File: config.mk
export PLATFORM = sky130hd
export DESIGN_NAME = ours_vld_rdy_buf
export DESIGN_NICKNAME = d
export VERILOG_FILES = /design/src/rtl/ours_vld_rdy_buf.sv
export SDC_FILE = /design/constraint.sdc
export NUM_CORES = 1
export LEC_CHECK = 0
export CAP_MARGIN = 40
export CORE_ASPECT_RATIO = 1.2
export CORE_UTILIZATION = 63
export CTS_CLUSTER_DIAMETER = 40
export CTS_CLUSTER_SIZE = 10
export DETAILED_ROUTE_END_ITERATION = 8
export DONT_BUFFER_PORTS = 1
export PLACE_DENSITY_LB_ADDON = 0.2
export SETUP_SLACK_MARGIN = 0.05
export SYNTH_ARGS = -nofsm -noshare
export SYNTH_HDL_FRONTEND = slang
export SYNTH_SLANG_ARGS = --single-unit
File: constraint.sdc
create_clock -name clk -period 5.91 [get_ports clk]
set_input_delay 1.4775 -clock clk [delete_from_list [all_inputs] [get_ports clk]]
set_output_delay 1.4775 -clock clk [all_outputs]
set_load 0.02 [all_outputs]
File: src/rtl/ours_vld_rdy_buf.sv
// Elastic valid/ready skid FIFO with optional same-cycle pass-through when empty.
// Define OURS_VLD_BUF_PERF_EN to add stall_cnt / hwm performance outputs.
module ours_vld_rdy_buf #(
  parameter int unsigned DATA_W   = 32,
  parameter int unsigned DEPTH    = 2,
  parameter int unsigned PASSTHRU = 0,
  parameter int unsigned CNT_W    = $clog2(DEPTH + 1)
) (
  input  logic              clk,
  input  logic              rst,
  input  logic              flush,
  input  logic              in_valid,
  output logic              in_ready,
  input  logic [DATA_W-1:0] in_data,
  output logic              out_valid,
  input  logic              out_ready,
  output logic [DATA_W-1:0] out_data,
  output logic [CNT_W-1:0]  count
`ifdef OURS_VLD_BUF_PERF_EN
  ,
  output logic [31:0]       stall_cnt,
  output logic [CNT_W-1:0]  hwm
`endif
);

  localparam int unsigned PTR_W = (DEPTH > 1) ? $clog2(DEPTH) : 1;
  localparam bit PASS = (PASSTHRU != 0);
  localparam logic [CNT_W-1:0] FULL_CNT = CNT_W'(DEPTH);
  localparam logic [PTR_W-1:0] LAST_PTR = PTR_W'(DEPTH - 1);

  logic [DATA_W-1:0] mem [DEPTH];
  logic [PTR_W-1:0]  wr_ptr_q, wr_ptr_d;
  logic [PTR_W-1:0]  rd_ptr_q, rd_ptr_d;
  logic [CNT_W-1:0]  count_q, count_d;
  logic              empty, full, bypass, push, pop;

  function automatic logic [PTR_W-1:0] inc_ptr(input logic [PTR_W-1:0] p);
    return (p == LAST_PTR) ? '0 : p + PTR_W'(1);
  endfunction

  assign empty = (count_q == '0);
  assign full  = (count_q == FULL_CNT);

  // in_ready looks only at stored state, never at out_ready.
  assign in_ready  = ~rst & ~flush & ~full;
  assign out_valid = ~rst & (~empty | (PASS & in_valid & ~flush));
  assign bypass    = PASS & empty & in_valid & out_ready & ~flush;
  assign push      = in_valid & in_ready & ~bypass;
  assign pop       = out_valid & out_ready & ~bypass & ~flush;
  assign out_data  = empty ? in_data : mem[rd_ptr_q];
  assign count     = count_q;

  always_comb begin
    wr_ptr_d = wr_ptr_q;
    rd_ptr_d = rd_ptr_q;
    count_d  = count_q;
    if (flush) begin
      wr_ptr_d = '0;
      rd_ptr_d = '0;
      count_d  = '0;
    end else begin
      if (push) wr_ptr_d = inc_ptr(wr_ptr_q);
      if (pop)  rd_ptr_d = inc_ptr(rd_ptr_q);
      if (push && !pop) begin
        count_d = count_q + CNT_W'(1);
      end else if (pop && !push) begin
        count_d = count_q - CNT_W'(1);
      end
    end
  end

  always_ff @(posedge clk or posedge rst) begin
    if (rst) begin
      wr_ptr_q <= '0;
      rd_ptr_q <= '0;
      count_q  <= '0;
    end else begin
      wr_ptr_q <= wr_ptr_d;
      rd_ptr_q <= rd_ptr_d;
      count_q  <= count_d;
    end
  end

  // Payload storage carries no reset; entries are only read once counted.
  always_ff @(posedge clk) begin
    if (push) mem[wr_ptr_q] <= in_data;
  end

`ifdef OURS_VLD_BUF_PERF_EN
  always_ff @(posedge clk or posedge rst) begin
    if (rst) begin
      stall_cnt <= '0;
      hwm       <= '0;
    end else begin
      if (out_valid && !out_ready && (stall_cnt != 32'hFFFF_FFFF)) begin
        stall_cnt <= stall_cnt + 32'd1;
      end
      if (count_d > hwm) hwm <= count_d;
    end
  end
`endif

endmodule

======== Yosys cells after proc, flatten, opt, wreduce, memory -nomap -nowiden ========
Memories as Yosys holds them, arrays and structs flattened.
Index checks and enable logic that the tools add are counted.
W data, S select, Z words.
cells by class
  add/sub/neg operators ................... 4
  eq/ne operators ......................... 1
  muxes and demuxes ....................... 12
  bitwise operators ....................... 10
  reduce and logical (&&, ||, !) cells .... 8
operators with widths
  kind                   number
  $mux W32               1
  $mux W1                8
  $and A1 B1 Y1          6
  $mux W2                3
  $not A1 Y1             4
  $reduce_bool A2 Y1     2
  $reduce_bool A3 Y1     1
  $add A1 B1 Y1 const B  2
  $add A2 B1 Y2 const B  1
  $eq A2 B2 Y1 const B   1
  $logic_and A1 B1 Y1    2
  $logic_not A1 Y1       2
  $logic_not A2 Y1       1
  $sub A2 B1 Y2 const B  1
word-level totals
  register bits ........................... 4
  bits in writable memories ............... 64
  word-level logic and storage cells ...... 39
  memories kept ........................... 1
memories
  memory  depth  bits a word  rd ports  clocked after Yosys merged registers in  write ports  line  source
  mem     2      32           1         0                                        1            31    logic [DATA_W-1:0] mem [DEPTH];

======== Logic depth before layout (Yosys ltp) ========
Gate-level depths: netlist of run 1.
  depth after elaboration ................. 9
  mapped depth ............................ 5

======== Worst setup path before layout of run 1 ========
No wires, ideal clock.
  path type ............................... input port to flip-flop
  start ................................... input port flush
  end ..................................... memory mem[1][0], enable pin
  library setup time ...................... 0.513 ns
  arrival time ............................ 5.081 ns
  required time ........................... 5.397 ns
  path slack .............................. 0.317 ns
  stages .................................. 2
  path buffers ............................ 1
  cells stage by stage .................... buf_1 nor4b_1
between the ends
  word-level cells in the longest chain between the ends .. 6
RTL lines
  element                        line  source
  from (decl)                    11    input logic flush,
  $not A1 Y1                     45    assign in_ready = ~rst & ~flush & ~full;
  $and A1 B1 Y1 (2 in a row)     45
  $and A1 B1 Y1                  48    assign push = in_valid & in_ready & ~bypass;
  $mux W1                        86    if (push) mem[wr_ptr_q] <= in_data;
  $mux W1 (not written as such)  86
  to (decl)                      31
No other way between the ends.

======== Worst setup path in the final report of run 1 ========
  start ................................... register count_q[0] (netlist: count[0])
  end ..................................... output port out_data[29]
between the ends
  word-level cells in the longest chain between the ends .. 2
RTL lines
  element                 line  source
  from (decl)             34    logic [CNT_W-1:0] count_q, count_d;
  from (signal assigned)  80    count_q <= count_d;
  $logic_not A2 Y1        41    assign empty = (count_q == '0);
  $mux W32                50    assign out_data = empty ? in_data : mem[rd_ptr_q];
  to (decl)               17    output logic [DATA_W-1:0] out_data,
No other way between the ends.

==> results_dict.tcl, run 1 <==
set metrics [dict create \
    design_area_sq_mm 0.00332 \
    cap_violations 0 \
    syn_inst 203 \
    dieArea_sq_mm 0.00527 \
    hold_class "flip-flop to flip-flop" \
    power.density_mw_per_mm2 291 \
    grt_antenna_before_repair 0 \
    regArea_sq_mm 0.00202 \
    first_pass_iters 4 \
    multi_input_area_sq_um 972 \
    crit_path_max_incr_delay_ns 0.58 \
    clkTransAtPathRegs_ns 0.07 \
    startpoint_type "flip-flop" \
    cts_setup_buffers 0 \
    vias 1593 \
    hold_viol 0 \
    rows 27 \
    cts_hold_buffers 0 \
    core_area_sq_mm 0.00470 \
    final.setup.tns_ns 0 \
    syn_area_per_cell_sq_um 15.5 \
    die_w_um 66.4 \
    drcViolationCount 0 \
    io_pins 73 \
    cts_max_path_buffers 2 \
    yosysWarnings 0 \
    cts_buffers 9 \
    post_drt_via_cell_ratio 5.88 \
    cts_root_buffer "clkbuf_8" \
    clock_latency_ns 0.32 \
    path_cells "or2_4 -> buf_12 -> nor2_2 -> a21oi_2" \
    io_buffers 0 \
    die_h_um 79.3 \
    cts_resized 0 \
    rsz0062_at_grt "no" \
    cp_max_fo 34 \
    worstPathArrival_ns 2.10 \
    min_period_over_period_pct 60.6 \
    fin_skew_ns 0.00483 \
    cts_tree "built" \
    tightest_slew_ns 0.636 \
    cp.required_ns 4.43 \
    dpl.hpwl_mm 3.48 \
    grt_pass1_wl_mm 7.88 \
    outcome "finished clean" \
    fillers 330 \
    fin_nets 245 \
    cp_slowest_cell "dfrtp_1" \
    gr-total-overflow 0 \
    synthTopCellsByArea "edfxtp_1 61%, mux2i_1 10%, a21oi_2 8.9%" \
    grt_start_max_net_pins 35 \
    final_core_util_pct 70.6 \
    fin_crit_ns 3.58 \
    critPathLaunch "count[0]" \
    synth_nets 240 \
    hp-start "wr_ptr_q" \
    antenna-diode-count 0 \
    crit_path_end_kind "primary output" \
    grt_pass1_vias 1655 \
    routabilityCongestion 0.783 \
    peakVddDrop_v 0.000254 \
    synth_top_cell_area_share_pct 61.2 \
    fmax_mhz 279 \
    routed_wl_mm 4.96 \
    setup_violations 0 \
    ys_seq_area_share_pct 64.4 \
    cts.sinks 68 \
    crit_type "flip-flop to primary output" \
    wl_per_cell_um 18.3 \
    hold_slack_ns 0.610 \
    synth_cell_types 31 \
    cts_max_level 3 \
    synth-seq-cells 68 \
    yosys.area.top_type "edfxtp_1" \
    slew_headroom_pct 57.3 \
    p_leak_nw 1.01 \
    drv_slew 0 \
    track_usage_pct 21.4 \
    initial_core_util_pct 66.8 \
    drtAntennaViolNets 0 \
    synth_area_sq_mm 0.00314 \
    area_growth_pct 5.66 \
    placed_cell_area_sq_mm 0.00316 \
    r2r_start "count[1]" \
    drt_iter0_markers 73 \
    drive_above_1_share_pct 40.4 \
]
worst max-delay path, delay by kind of cell, from the launching register on:
family / cells / cell delay, ns
and+or+nand+nor: 2 / 0.60
DFF: 1 / 0.58
buffers and inverters: 1 / 0.30
AOI/OAI and AO/OA: 1 / 0.27
cell families (layout without fill, tap and decap cells):
| family | Yosys count | after routing | share of synthesized area [%] |
|---|---|---|---|
| and+or+nand+nor | 44 | 44 | 8.93 |
| muxes | 33 | 33 | 10.6 |
| DFF | 68 | 68 | 64.4 |
| AOI/OAI and AO/OA | 43 | 43 | 11.0 |
| buffers and inverters | 15 | 25 | 5.06 |
per-layer routing:
layer | part of all wire, % | global-route usage, %
met5 | 0 | 0
met4 | 0.77 | 7.66
met3 | 5.6 | 7.04
met2 | 53 | 35.7
met1 | 41 | 25.8
flip-flops by register name, summed over array words and instances (netlist names):
| register | cells |
|---|---|
| wr_ptr_q | 1 |
| rd_ptr_q | 1 |
| mem | 64 |
| count | 2 |
final timing paths:
check,endpoint,slack [ns],cells after the start
min,wr_ptr_q,0.61,2
min reg2reg,wr_ptr_q,0.61,2
max,out_data[29],2.33,4
max reg2reg,mem[1][18],4.17,3
min in group asynchronous,count[0],0.95,1
max in group asynchronous,rd_ptr_q,4.76,1
power breakdown:
group / leakage (nW) / switching, W / internal [W]
registers: 0.634 / 0.00000697 / 0.000539
clock network: 0.0832 / 0.000156 / 0.000148
logic: 0.291 / 0.0000820 / 0.0000346
area by class of cell:
| type | instances | area share [%] |
|---|---|---|
| sequential | 68 | 61.0 |
| multi-input combinational | 120 | 29.3 |
| clock buffer | 10 | 3.85 |
| timing repair buffer | 6 | 2.34 |
| tap | 58 | 2.19 |
| clock inverter | 6 | 0.943 |
| inverter | 3 | 0.340 |
synth_stat cells:
library cell and count:
clkbuf_4 2, dfrtp_1 4, mux2i_1 32, buf_12 3, nand2b_1 2, nor4b_1 1
edfxtp_1 64, mux2_2 1, nor2b_2 1, a21oi_2 32, a211oi_1 1, nor2_1 4
o21ai_0 3, o21bai_1 1, or2b_1 1, nor3_1 2, buf_8 3, nor2_4 2
and2b_1 1, buf_2 1, buf_1 1, nor2_2 26, inv_1 3, buf_4 1
o32ai_1 1, a21oi_1 4, nor4_1 1, a31oi_1 1, buf_6 1, or2_1 1
or3_1 2
through the flow:
step	power (W)	setup slack, ns	instances
floorplan	0.000671	0.317	203
global placement	0.000666	2.42	253
detailed placement	0.000674	2.43	255
CTS	0.000974	2.31	271
global route	0.00100	2.20	271
finish	0.000966	2.33	271
placed cells by master (no fill, tap or decap), types with 2 or more instances in the layout:
cell type	n
a21oi_1	4
a21oi_2	32
buf_4	4
clkbuf_8	9
clkinv_2	4
dfrtp_1	3
edfxtp_1	64
inv_1	3
mux2i_1	32
nand2b_1	2
nor2_1	4
nor2_2	26
nor2_4	2
nor3_1	2
o21ai_0	3
or3_1	2
(Power assumes the default switching activity.)
==> run 2, diff against run 1 <==
--- a/config.mk
+++ b/config.mk
@@ -7,7 +7,7 @@
 export LEC_CHECK = 0
 export CAP_MARGIN = 40
 export CORE_ASPECT_RATIO = 1.2
-export CORE_UTILIZATION = 63
+export CORE_UTILIZATION = 56
 export CTS_CLUSTER_DIAMETER = 40
 export CTS_CLUSTER_SIZE = 10
 export DETAILED_ROUTE_END_ITERATION = 8
==> constraint.sdc (replaced) <==
create_clock -name clk -period 3.29 [get_ports clk]
set_input_delay 0.8225 -clock clk [delete_from_list [all_inputs] [get_ports clk]]
set_output_delay 0.8225 -clock clk [all_outputs]
set_load 0.02 [all_outputs]
==> run 2 against run 1 <==
Against the previous run: clock skew increased by 0.00091 ns; sequential share of layout area unchanged; utilization fell by 8.4 points; final area did not move; total power grew 79%; register-to-register slack worse by 2.7 ns; largest cell class unchanged.
==> results_dict.tcl, run 2 (synthesis results as in run 1) <==
set metrics [dict create \
    first_pass_iters 5 \
    fillers 392 \
    dpl.hpwl_mm 3.43 \
    fin_crit_ns 2.97 \
    cap_violations 0 \
    area_growth_pct 5.66 \
    grt_pass1_wl_mm 8.31 \
    hold_viol 0 \
    crit_path_end_kind "primary output" \
    gr-total-overflow 0 \
    clkTransAtPathRegs_ns 0.06 \
    cts_max_path_buffers 2 \
    cts_root_buffer "clkbuf_8" \
    crit_path_max_incr_delay_ns 0.58 \
    core_area_sq_mm 0.00533 \
    outcome "finished clean" \
    fin_skew_ns 0.00574 \
    hold_class "input port to async pin" \
    die_h_um 84 \
    cp_slowest_cell "dfrtp_1" \
    final.setup.tns_ns 0 \
    setup_violations 0 \
    startpoint_type "flip-flop" \
    cts_buffers 9 \
    cp_max_fo 33 \
    layout_common_cells "64 x edfxtp_1, 32 x mux2i_1, 32 x a21oi_2" \
    drive_above_1_share_pct 38.2 \
    cts.sinks 68 \
    grt_start_max_net_pins 34 \
    routed_wl_mm 5.06 \
    slew_headroom_pct 58.1 \
    fin_nets 244 \
    drtAntennaViolNets 0 \
    peakVddDrop_v 0.000327 \
    wl_per_cell_um 18.5 \
    cts_resized 0 \
    initial_core_util_pct 58.8 \
    antenna-diode-count 0 \
    die_w_um 70.3 \
    path_cells "or2_4 -> buf_12 -> nor2_2 -> a21oi_2" \
    routabilityCongestion 0.676 \
    io_buffers 0 \
    clock_latency_ns 0.33 \
    place_ws_ns 0.696 \
    final_core_util_pct 62.2 \
    drcViolationCount 0 \
    p_leak_nw 0.995 \
    cts_setup_buffers 0 \
    drt_iter0_markers 108 \
    track_usage_pct 18.7 \
    dieArea_sq_mm 0.00591 \
    cts_tree "built" \
    cts_hold_buffers 0 \
    layout_setup_ws_ns 0.318 \
    crit_type "flip-flop to primary output" \
    post_drt_via_cell_ratio 5.74 \
    io_pins 73 \
    worstPathArrival_ns 2.15 \
    vias 1574 \
    power.density_mw_per_mm2 522 \
    design_area_sq_mm 0.00332 \
    placed_cell_area_sq_mm 0.00316 \
    rsz0062_at_grt "no" \
    min_period_over_period_pct 90.3 \
    largest_reg_flops 64 \
    grt_antenna_before_repair 0 \
    cp.required_ns 2.47 \
    regMostFlops "mem" \
    fmax_mhz 336 \
    layout_commonest_cell "edfxtp_1" \
    grt_pass1_vias 1760 \
    tightest_slew_ns 0.624 \
    drv_slew 0 \
    rows 29 \
    cts_max_level 3 \
]
[run 2: changes by cell type in the layout (fill, tap and decap cells not counted), sizes merged]
cell and change:
buf -1, clkbuf +2, clkinvlp -1, clkinv -1
[run 2: cell type report]
type	instances	area (sq um)	area share [%]
Clock inverter	4	16.3	0.491
Multi-Input combinational cell	120	990	29.8
Inverter	3	11.3	0.340
Timing Repair Buffer	5	62.6	1.89
Sequential cell	68	2020	61.0
Clock buffer	12	135	4.08
Tap cell	62	77.6	2.34
[run 2: path summary, 6_finish.rpt]
| path | from | endpoint | slack, ns | depth (start not counted) |
|---|---|---|---|---|
| setup / recovery | count[0] | out_data[26] | 0.32 | 4 |
| hold / removal | rst | wr_ptr_q | 0.28 | 1 |
| setup reg to reg | count[1] | mem[1][2] | 1.46 | 3 |
| hold reg to reg | wr_ptr_q | wr_ptr_q | 0.62 | 2 |
| max in group asynchronous | rst | rd_ptr_q | 2.82 | 1 |
| min in group clk | flush | wr_ptr_q | 0.55 | 1 |
[run 2: power breakdown]
group          internal [W]  total [W]  switching [W]
registers          0.000968   0.000980      0.0000120
clock network      0.000265   0.000540       0.000274
logic             0.0000620   0.000211       0.000149
[run 2: per-stage QoR]
stage | hold WS (ns) | instances | total power [W]
after floorplan | 0.549 | 203 | 0.00121
after global placement | 0.587 | 257 | 0.00120
after detailed placement | 0.614 | 258 | 0.00121
after CTS | 0.270 | 274 | 0.00175
after global routing | 0.286 | 274 | 0.00180
final | 0.278 | 274 | 0.00173
[run 2: worst max-delay path, delay by kind of cell, from the launching register on]
| kind | cells | cell delay, ns |
|---|---|---|
| flip-flops | 1 | 0.58 |
| buffers and inverters | 1 | 0.30 |
| AND/OR/NAND/NOR | 2 | 0.62 |
| AO/OA/AOI/OAI | 1 | 0.27 |
[run 2: metal layers]
metal	part of all wire, %	global-route usage, %	vias to the layer above
met5	0	0	-
met4	2.2	10.5	0
met3	5.8	5.07	11
met2	50	29.5	55
met1	42	23.1	743
li1	-	-	765
==> run 3, diff against run 2 <==
--- a/config.mk
+++ b/config.mk
@@ -12,6 +12,8 @@
 export CTS_CLUSTER_SIZE = 10
 export DETAILED_ROUTE_END_ITERATION = 8
 export DONT_BUFFER_PORTS = 1
+export GPL_TIMING_DRIVEN = 0
+export MAX_ROUTING_LAYER = met4
 export PLACE_DENSITY_LB_ADDON = 0.2
 export SETUP_SLACK_MARGIN = 0.05
 export SYNTH_ARGS = -nofsm -noshare
==> run 3 against run 2 <==
Against the previous run: first-iteration DRC count rose by 5.6%; setup slack better by 0.36 ns; utilization increased by 2.7 points; critical path depth did not move; final area is 4.4% higher; cell count rose by 3.3%; via count rose by 5.0%; global-route usage up 1.7 points; non-clock buffer count grew 11; total power is 5.7% higher.
==> results_dict.tcl, run 3 (synthesis results as in run 1) <==
set metrics [dict create \
    largest_reg_flops 64 \
    cap_violations 0 \
    layout_commonest_cell "edfxtp_1" \
    cts_setup_buffers 0 \
    cp_slowest_cell "dfrtp_1" \
    reg2reg_to "mem[0][27]" \
    final.setup.tns_ns 0 \
    dieArea_sq_mm 0.00591 \
    post_drt_via_cell_ratio 5.84 \
    wl_per_cell_um 19.3 \
    pwr-share-clk_pct 33.3 \
    cts_buffers 9 \
    r2r_start "count[1]" \
    power.density_mw_per_mm2 528 \
    core_area_sq_mm 0.00533 \
    io_buffers 0 \
    wl_met2_mm 2.92 \
    drtAntennaViolNets 0 \
    layout_common_cells "64 x edfxtp_1, 32 x mux2i_1, 32 x a21oi_2" \
    crit_path_max_incr_delay_ns 0.53 \
    wl_met1_mm 2.14 \
    crit_type "flip-flop to primary output" \
    cts_root_buffer "clkbuf_8" \
    regArea_sq_mm 0.00202 \
    cts.sinks 68 \
    fillers 393 \
    peakVddDrop_v 0.000364 \
    rsz0062_at_grt "no" \
    r2r_slack_ns 1.22 \
    grt_antenna_before_repair 0 \
    r2r.worst_path.cells 3 \
    clkTransAtPathRegs_ns 0.06 \
    io_pins 73 \
    hold_viol 0 \
    grt_pass1_vias 1763 \
    cts_hold_buffers 0 \
    switching_power_w 0.000444 \
    drt_iter0_markers 114 \
    combPwrFrac_pct 13.3 \
    internal_power_w 0.00138 \
    area_growth_pct 10.3 \
    worstPathArrival_ns 1.79 \
    vias 1653 \
    cp_max_fo 10 \
    cp.required_ns 2.47 \
    setup_violations 0 \
    initial_core_util_pct 58.8 \
    outcome "finished clean" \
    routed_wl_mm 5.46 \
    rows 29 \
    drive_above_1_share_pct 40.7 \
    path_cells "or2_1 -> buf_6 -> buf_8 -> a21oi_2" \
    die_w_um 70.3 \
    startpoint_type "flip-flop" \
    highest-signal-layer "met4" \
    dpl.hpwl_mm 3.82 \
    die_h_um 84 \
    min_period_over_period_pct 79.3 \
    drcViolationCount 0 \
    slew_headroom_pct 46.6 \
    first_pass_iters 4 \
    gr-total-overflow 0 \
    p_leak_nw 1.07 \
    fmax_mhz 383 \
    layout_setup_ws_ns 0.681 \
    drv_slew 0 \
    routabilityCongestion 0.706 \
    cts_resized 0 \
    fin_skew_ns 0.00548 \
    grt_pass1_wl_mm 8.78 \
    seqPwrFrac_pct 53.4 \
    swShare_pct 24.3 \
    cts_max_path_buffers 2 \
    fin_crit_ns 2.61 \
    antenna-diode-count 0 \
    track_usage_pct 20.4 \
    fin_nets 255 \
    cts_max_level 3 \
    hold_slack_ns 0.280 \
    hold_class "input port to async pin" \
    multi_input_area_sq_um 987 \
    dr_wl_met3_um 337 \
    clock_latency_ns 0.33 \
    grt_start_max_net_pins 15 \
    crit_path_end_kind "primary output" \
    place_ws_ns 0.837 \
    regMostFlops "mem" \
    tightest_slew_ns 0.795 \
    fin_cells 283 \
    cts_tree "built" \
    placed_cells 269 \
]
-- run 3: cell types whose count changed in the layout (fill, tap and decap cells not counted), sizes merged --
cell,previous run,this run
buf,5,14
bufinv,0,1
clkinv,4,3
-- run 3: power by group through the flow --
stage	Clock [W]	Combinational (W)	Sequential (W)
2_1_floorplan	0	0.000212	0.000993
3_3_place_gp	0	0.000236	0.000995
5_1_grt	0.000667	0.000258	0.000978
4_1_cts	0.000622	0.000246	0.000977
3_5_place_dp	0	0.000246	0.000995
6_report	0.000608	0.000243	0.000977
-- run 3: how the worst max path moves through the flow --
stage	startpoint	endpoint	slack, ns	depth (start not counted)
2_1_floorplan	flush	mem[1][0]	-0.05	2
3_3_place_gp	flush	mem[0][24]	-0.91	2
3_5_place_dp	flush	in_ready	0.84	2
4_1_cts	count[0]	out_data[29]	0.67	4
5_1_grt	count[0]	out_data[26]	0.61	5
6_report	count[0]	out_data[17]	0.68	4
-- run 3: area by class of cell --
class | count | share of cell area, %
Sequential cell | 68 | 58.4
Clock inverter | 4 | 1.23
Timing Repair Buffer | 4 | 1.30
Clock buffer | 10 | 3.69
Multi-Input combinational cell | 120 | 28.5
Inverter | 3 | 0.325
Tap cell | 62 | 2.24
Buffer | 12 | 4.27
-- run 3: metal layers --
| metal | vias to the layer above | GRT usage (%) |
|---|---|---|
| met1 | 809 | 23.3 |
| met5 | - | - |
| met4 | 0 | 10.0 |
| met3 | 6 | 5.07 |
| li1 | 785 | - |
| met2 | 53 | 33.3 |
-- run 3: through the flow --
stage          utilization (%)  total power (W)  instance area [sq um]
2_1_floorplan                -          0.00121                   3150
3_3_place_gp              60.5          0.00123                   3230
4_1_cts                   64.9          0.00184                   3460
6_report                  64.9          0.00183                   3460
3_5_place_dp              61.7          0.00124                   3290
5_1_grt                   64.9          0.00190                   3460
-- run 3: critical path: cells and delay by family, from the launching register on --
kind | cells | cell delay, ns
compound gates | 1 | 0.30
simple gates | 1 | 0.30
buf+inv | 2 | 0.33
flops | 1 | 0.53
